==> src/rtl/bcd_countdown_timer_if.sv <==
// rtl/bcd_countdown_timer_if.sv - control/status bundle for the BCD countdown timer
// add30 exists only when TIMER_ADD30_EN is defined.
interface bcd_countdown_timer_if #(
  parameter int DIGITS = 4
);
  logic                  tick;
  logic                  load;
  logic                  start;
  logic                  pause;
  logic                  cancel;
  logic [4*DIGITS-1:0]   digits_in;
  logic [4*DIGITS-1:0]   digits_out;
  logic [1:0]            state;
  logic                  running;
  logic                  zero;
  logic                  done;
  logic                  load_err;
`ifdef TIMER_ADD30_EN
  logic                  add30;
`endif

  modport master (
`ifdef TIMER_ADD30_EN
    output add30,
`endif
    output tick, load, start, pause, cancel, digits_in,
    input  digits_out, state, running, zero, done, load_err
  );

  modport slave (
`ifdef TIMER_ADD30_EN
    input  add30,
`endif
    input  tick, load, start, pause, cancel, digits_in,
    output digits_out, state, running, zero, done, load_err
  );
endinterface

==> src/rtl/bcd_countdown_timer.sv <==
// rtl/bcd_countdown_timer.sv - mixed-radix BCD countdown timer with run/pause/done control
// Optional +30 s quick-add is enabled by defining TIMER_ADD30_EN.
module bcd_countdown_timer #(
  parameter int                DIGITS    = 4,
  parameter logic [DIGITS-1:0] MOD6_MASK = DIGITS'(4'b0010)
) (
  input  logic                 clk,
  input  logic                 clear_n,
  bcd_countdown_timer_if.slave bus
);
  localparam int W = 4 * DIGITS;

  typedef enum logic [1:0] {
    S_IDLE   = 2'b00,
    S_RUN    = 2'b01,
    S_PAUSED = 2'b10,
    S_DONE   = 2'b11
  } state_t;

  state_t       state_q, state_d;
  logic [W-1:0] cnt_q, next_val, clamped, dec_val;
  logic         clamp_any, dec_zero, cnt_zero;
  logic         done_q, load_err_q;
  logic         do_load, do_pause, do_start, do_tick, do_add;

  function automatic logic [3:0] dmax(input int i);
    return MOD6_MASK[i] ? 4'd5 : 4'd9;
  endfunction

  assign cnt_zero = (cnt_q == '0);

  // A command that does not apply in the current state falls through to the next one.
  always_comb begin
    do_load  = bus.load && (state_q != S_RUN);
    do_pause = !do_load && bus.pause && (state_q == S_RUN);
    do_start = !do_load && !do_pause && bus.start && !cnt_zero &&
               ((state_q == S_IDLE) || (state_q == S_PAUSED));
    do_tick  = !do_load && !do_pause && !do_start && bus.tick && (state_q == S_RUN);
`ifdef TIMER_ADD30_EN
    do_add   = !do_load && !do_pause && !do_start && bus.add30 && (state_q != S_DONE);
`else
    do_add   = 1'b0;
`endif
  end

  always_comb begin
    logic       borrow;
    logic [3:0] d;
    clamped   = '0;
    clamp_any = 1'b0;
    dec_val   = '0;
    borrow    = 1'b1;
    for (int i = 0; i < DIGITS; i++) begin
      d = bus.digits_in[4*i +: 4];
      if (d > dmax(i)) begin
        clamped[4*i +: 4] = dmax(i);
        clamp_any         = 1'b1;
      end else begin
        clamped[4*i +: 4] = d;
      end
      d = cnt_q[4*i +: 4];
      if (!borrow) begin
        dec_val[4*i +: 4] = d;
      end else if (d == 4'd0) begin
        dec_val[4*i +: 4] = dmax(i);
      end else begin
        dec_val[4*i +: 4] = d - 4'd1;
        borrow            = 1'b0;
      end
    end
    dec_zero = (dec_val == '0);
  end

`ifdef TIMER_ADD30_EN
  logic [W-1:0] add_val;

  // Add 3 tens-of-seconds on top of the (possibly decremented) count; overflow saturates.
  always_comb begin
    logic         carry;
    logic [4:0]   sum;
    logic [W-1:0] base_val;
    base_val = do_tick ? dec_val : cnt_q;
    add_val  = '0;
    carry    = 1'b0;
    for (int i = 0; i < DIGITS; i++) begin
      sum = {1'b0, base_val[4*i +: 4]} + ((i == 1) ? 5'd3 : 5'd0) + {4'd0, carry};
      if (sum > {1'b0, dmax(i)}) begin
        sum   = sum - ({1'b0, dmax(i)} + 5'd1);
        carry = 1'b1;
      end else begin
        carry = 1'b0;
      end
      add_val[4*i +: 4] = sum[3:0];
    end
    if (carry) begin
      for (int i = 0; i < DIGITS; i++) add_val[4*i +: 4] = dmax(i);
    end
  end
`endif

  always_comb begin
    next_val = cnt_q;
    if (bus.cancel)   next_val = '0;
    else if (do_load) next_val = clamped;
`ifdef TIMER_ADD30_EN
    else if (do_add)  next_val = add_val;
`endif
    else if (do_tick) next_val = dec_val;
  end

  always_ff @(posedge clk or negedge clear_n) begin
    if (!clear_n) state_q <= S_IDLE;
    else          state_q <= state_d;
  end

  always_comb begin
    state_d = state_q;
    if (bus.cancel)     state_d = S_IDLE;
    else if (do_load)   state_d = (state_q == S_PAUSED) ? S_PAUSED : S_IDLE;
    else if (do_pause)  state_d = S_PAUSED;
    else if (do_start)  state_d = S_RUN;
    else if (do_add) begin
      if ((state_q == S_IDLE) && cnt_zero) state_d = S_RUN;
    end else if (do_tick && dec_zero) state_d = S_DONE;
  end

  always_ff @(posedge clk or negedge clear_n) begin
    if (!clear_n) begin
      cnt_q      <= '0;
      done_q     <= 1'b0;
      load_err_q <= 1'b0;
    end else begin
      cnt_q      <= next_val;
      done_q     <= (state_q == S_RUN) && (state_d == S_DONE);
      load_err_q <= !bus.cancel && do_load && clamp_any;
    end
  end

  always_comb begin
    bus.state      = state_q;
    bus.running    = (state_q == S_RUN);
    bus.digits_out = cnt_q;
    bus.zero       = cnt_zero;
    bus.done       = done_q;
    bus.load_err   = load_err_q;
  end
endmodule

==> src/flat_wrapper.sv <==
// flat-port wrapper written by rule: the top's interface ports become plain ports
module bcd_countdown_timer_flat 
#(
  parameter int                DIGITS    = 4,
  parameter logic [DIGITS-1:0] MOD6_MASK = DIGITS'(4'b0010)
)
  (clk, clear_n, bus_tick, bus_load, bus_start, bus_pause, bus_cancel, bus_digits_in, bus_digits_out, bus_state, bus_running, bus_zero, bus_done, bus_load_err);
  bcd_countdown_timer_if #(.DIGITS(DIGITS)) bus_i ();
  input  logic clk;
  input  logic clear_n;
  input wire logic [$bits(bus_i.tick)-1:0] bus_tick;
  input wire logic [$bits(bus_i.load)-1:0] bus_load;
  input wire logic [$bits(bus_i.start)-1:0] bus_start;
  input wire logic [$bits(bus_i.pause)-1:0] bus_pause;
  input wire logic [$bits(bus_i.cancel)-1:0] bus_cancel;
  input wire logic [$bits(bus_i.digits_in)-1:0] bus_digits_in;
  output wire logic [$bits(bus_i.digits_out)-1:0] bus_digits_out;
  output wire logic [$bits(bus_i.state)-1:0] bus_state;
  output wire logic [$bits(bus_i.running)-1:0] bus_running;
  output wire logic [$bits(bus_i.zero)-1:0] bus_zero;
  output wire logic [$bits(bus_i.done)-1:0] bus_done;
  output wire logic [$bits(bus_i.load_err)-1:0] bus_load_err;
  assign bus_i.tick = bus_tick;
  assign bus_i.load = bus_load;
  assign bus_i.start = bus_start;
  assign bus_i.pause = bus_pause;
  assign bus_i.cancel = bus_cancel;
  assign bus_i.digits_in = bus_digits_in;
  assign bus_digits_out = bus_i.digits_out;
  assign bus_state = bus_i.state;
  assign bus_running = bus_i.running;
  assign bus_zero = bus_i.zero;
  assign bus_done = bus_i.done;
  assign bus_load_err = bus_i.load_err;
  bcd_countdown_timer #(.DIGITS(DIGITS), .MOD6_MASK(MOD6_MASK)) u_core (.clk(clk), .clear_n(clear_n), .bus(bus_i));
endmodule
==> config.mk <==
export PLATFORM = sky130hd
export DESIGN_NAME = bcd_countdown_timer_flat
export DESIGN_NICKNAME = d
export VERILOG_FILES = /design/src/rtl/bcd_countdown_timer_if.sv /design/src/rtl/bcd_countdown_timer.sv /design/src/flat_wrapper.sv
export SDC_FILE = /design/constraint.sdc
export NUM_CORES = 1
export LEC_CHECK = 0
export CORE_MARGIN = 5
export CORE_UTILIZATION = 42
export CTS_BUF_LIST = sky130_fd_sc_hd__clkbuf_2 sky130_fd_sc_hd__clkbuf_4 sky130_fd_sc_hd__clkbuf_8
export CTS_CLUSTER_DIAMETER = 30
export CTS_CLUSTER_SIZE = 20
export DETAILED_ROUTE_END_ITERATION = 10
export PLACE_DENSITY = 0.79
export RECOVER_POWER = 25
export SLEW_MARGIN = 20
export SYNTH_ARGS = -nofsm -noshare
export SYNTH_HDL_FRONTEND = slang
export SYNTH_SLANG_ARGS = --single-unit
==> constraint.sdc <==
create_clock -name clk -period 1.9 [get_ports clk]
set_input_delay 0.19 -clock clk [delete_from_list [all_inputs] [get_ports clk]]
set_output_delay 0.19 -clock clk [all_outputs]
set_load 0.02 [all_outputs]
==> results of run 1 <==
flip-flops by register name, summed over array words and instances, names as in the netlist:
signal,flops
u_core.bus.digits_out,16
u_core.bus.state,2
u_core.bus.done,1
u_core.bus.load_err,1
power by group:
part           switching (µW)  internal [µW]  total (µW)
logic                     182            190         373
registers                35.7            450         486
clock network             132            117         249
worst max path at each step:
stage	start	endpoint	slack, ns	cells after the start
finish	u_core.bus.digits_out[1]$_DFFE_PN0P_	bus_zero	0.02	4
global placement	u_core.bus.digits_out[1]$_DFFE_PN0P_	bus_zero	-0.11	4
global route	u_core.bus.digits_out[1]$_DFFE_PN0P_	bus_zero	-0.06	4
floorplan	u_core.bus.state[1]$_DFF_PN0_	u_core.bus.digits_out[13]$_DFFE_PN0P_	0.01	5
CTS	u_core.bus.digits_out[0]$_DFFE_PN0P_	bus_zero	0.0009	4
detailed placement	u_core.bus.digits_out[1]$_DFFE_PN0P_	bus_zero	-0.11	4
per-layer routing:
| metal | GRT usage | vias to the layer above |
|---|---|---|
| met5 | 0 | - |
| met4 | 0.0449 | 0 |
| met3 | 0.0380 | 2 |
| met2 | 0.326 | 60 |
| met1 | 0.258 | 667 |
| li1 | - | 650 |
through the flow:
| stage | area (µm²) | utilization | std cells | hold WS, ns |
|---|---|---|---|---|
| detailed placement | 1850 | 0.659 | 227 | 0.553 |
| global route | 1970 | 0.702 | 234 | 0.496 |
| floorplan | 1270 | - | 141 | -0.106 |
| CTS | 1900 | 0.679 | 234 | 0.228 |
| global placement | 1850 | 0.659 | 227 | 0.553 |
| finish | 1970 | 0.702 | 234 | 0.500 |
timing repair:
action                     in CTS  in global routing
setup endpoints to repair       2                  9
gates resized for setup         5                 12
pin swaps                       4                  4
buffers inserted                3                  0
tightest hold or removal path, delay by kind of cell:
| kind | cells | cell delay (ns) |
|---|---|---|
| simple gates | 1 | 0.07 |
| buf+inv | 1 | 0.40 |
| compound gates | 1 | 0.11 |
cells in the final DEF, fill, tap and decap left out, drive strengths merged, types with 2 or more instances in the layout:
| cell | n |
|---|---|
| nand2b | 3 |
| nor2b | 3 |
| o22ai | 3 |
| clkdlybuf4s50 | 41 |
| nor2 | 17 |
| clkbuf | 5 |
| nor4 | 7 |
| inv | 4 |
| xor2 | 3 |
| o21ai | 10 |
| a211oi | 5 |
| nand3 | 5 |
| a21oi | 9 |
| nand2 | 8 |
| dfrtp | 20 |
| nand4 | 2 |
| buf | 21 |
| nand4b | 2 |
| a311oi | 3 |
| nor3 | 7 |
| xnor2 | 5 |
| mux2i | 2 |
| nor3b | 2 |
cells by family (layout without fill, tap and decap cells):
family	count (synthesis)	count (layout)
AOI/OAI and AO/OA	35	35
xor gates and xnor gates	8	8
buffers and inverters	11	73
DFF	20	20
muxes	2	2
and+or+nand+nor	65	65
cell type report:
type	instances	area, µm²	area share
multi-input combinational	110	782	0.397
timing repair buffer	65	594	0.302
sequential	20	503	0.255
tap	31	38.8	0.0197
clock buffer	4	36.3	0.0184
inverter	4	15.0	0.00762
==> metrics, run 1 <==
status completed; post-synthesis xor/xnor area fraction 0.0557; worst path buffer plus inverter count 1; complex-gate fraction of the synthesized area 0.175; R2R depth 6; Final Max Slew Viols 0; CTS Hold Buffers Added 0; routed wire length roughly 4000 µm; Hold EP u_core.bus.digits_out[12]$_DFFE_PN0P_; Simple-Gate Fraction of Synth Area 0.315; Die Y-Extent roughly 65 µm; setup ws final 0.0163 ns; Wirelength per Cell between 15 and 20 µm; root buffer cell clkbuf_4; dominant synthesized flop cell dfrtp_1; largest area contributor in the netlist dfrtp_1; Slew HR 0.270; Diodes inserted 0; most instantiated cells after synthesis dfrtp_1 (20), nor2_1 (17), o21ai_0 (10); post-synthesis sequential area ratio 0.398; CP Max Fanout 2; Final Skew roughly 0.0045 ns; worst slew pin tran 1.10 ns; Mapped Nets 164; largest cells by area after synthesis dfrtp_1 (40%), nor2_1 (5.1%), o21ai_0 (4.0%); number of fill cells 229; yosys warns 0; Final Hold Viols 0; IO Pins 45; register bit total from synthesis 20; TritonRoute pass-1 iters 4; WL met2 2020 µm; adder-cell share of the synthesized area 0; delay-heaviest family, CP simple AND/OR/NAND/NOR gates; DR DRC count 0; layout cells sized above 1 0.212; syn_area_per_cell 8.92 µm²; maximum VDD drop 0.320 mV; ys async rst share 1.00; min Tclk post-route 1.88 ns; most common cell in the netlist dfrtp_1; Critical-path top delay cell dfrtp_2; PwrDens 562 nW/µm²; largest net degree at the start of global routing 22; antenna-violating nets left 0; first-pass GRT wire length approximately 6500 µm; Max Freq approximately 530 MHz; Tcrit/Tclk final 0.991; drt initial violations 94; count of flip-flops with a built-in enable after synthesis 0; core box area 2810 µm²; Worst path max stage delay 0.44 ns; Pleak just under 0.0008 µW; CTS buffer count 3; port buffer count 44; area share of the largest cell type after synthesis 0.398; mux contribution to synthesized area 0.0159; Final setup viols 0; Yosys cell types between 40 and 50; clock sinks 20; synthesis-to-layout area growth 56.6%; setup TNS 0 ns; CP Data Arrival Time 1.69 ns; Synth Instances between 100 and 150; clk slew on worst S/H paths 0.12 ns; Clock Tree Buf Depth 2; WP data required 1.71 ns; overall power around 1100 µW; hold path start bus_digits_in[12]; Initial Util 0.448; hold depth 3; HPWL Detailed 2950 µm; WL met3 299 µm; Clk Latency, worst-skew pair 0.29 ns; site row count 19; Setup crit start kind register; total gr overflow 0; vias 1379; CTS tree done; Post-Syn Area 1260 µm²; r2r setup slk 0.05 ns; Top Layer Used met4; die area 4190 µm²; initial antenna violation count 0; worst r2r dst u_core.bus.state[1]$_DFF_PN0_; RD Place Congestion 0.889; htree depth 1; Worst setup EP type output port; die width ~65 µm; number of global-route vias before repair between 1000 and 1500; Setup WS pre-CTS -0.114 ns; wl on met1 1690 µm; critical path class register to output port; final net count 227; unrepaired setup endpoints after global routing yes; R2R Path Start u_core.bus.digits_out[1]$_DFFE_PN0P_; CP Cell Sequence nor4_4, or3b_4, nor2_1, buf_4; gr usage total 0.194; max_cap viols 0; vias per cell 5.89; main combinational cell family by area after synthesis simple AND/OR/NAND/NOR gates; hold crit path type input port to register
No activity file was read; power rests on OpenSTA's default activity.
==> run 2: changes to the inputs <==
--- a/config.mk
+++ b/config.mk
@@ -8,7 +8,7 @@
 export CORE_MARGIN = 5
 export CORE_UTILIZATION = 42
 export CTS_BUF_LIST = sky130_fd_sc_hd__clkbuf_2 sky130_fd_sc_hd__clkbuf_4 sky130_fd_sc_hd__clkbuf_8
-export CTS_CLUSTER_DIAMETER = 30
+export CTS_CLUSTER_DIAMETER = 150
 export CTS_CLUSTER_SIZE = 20
 export DETAILED_ROUTE_END_ITERATION = 10
 export PLACE_DENSITY = 0.79
==> results of run 2 <==
Final layout, timing and power as in run 1 (identical DEF).
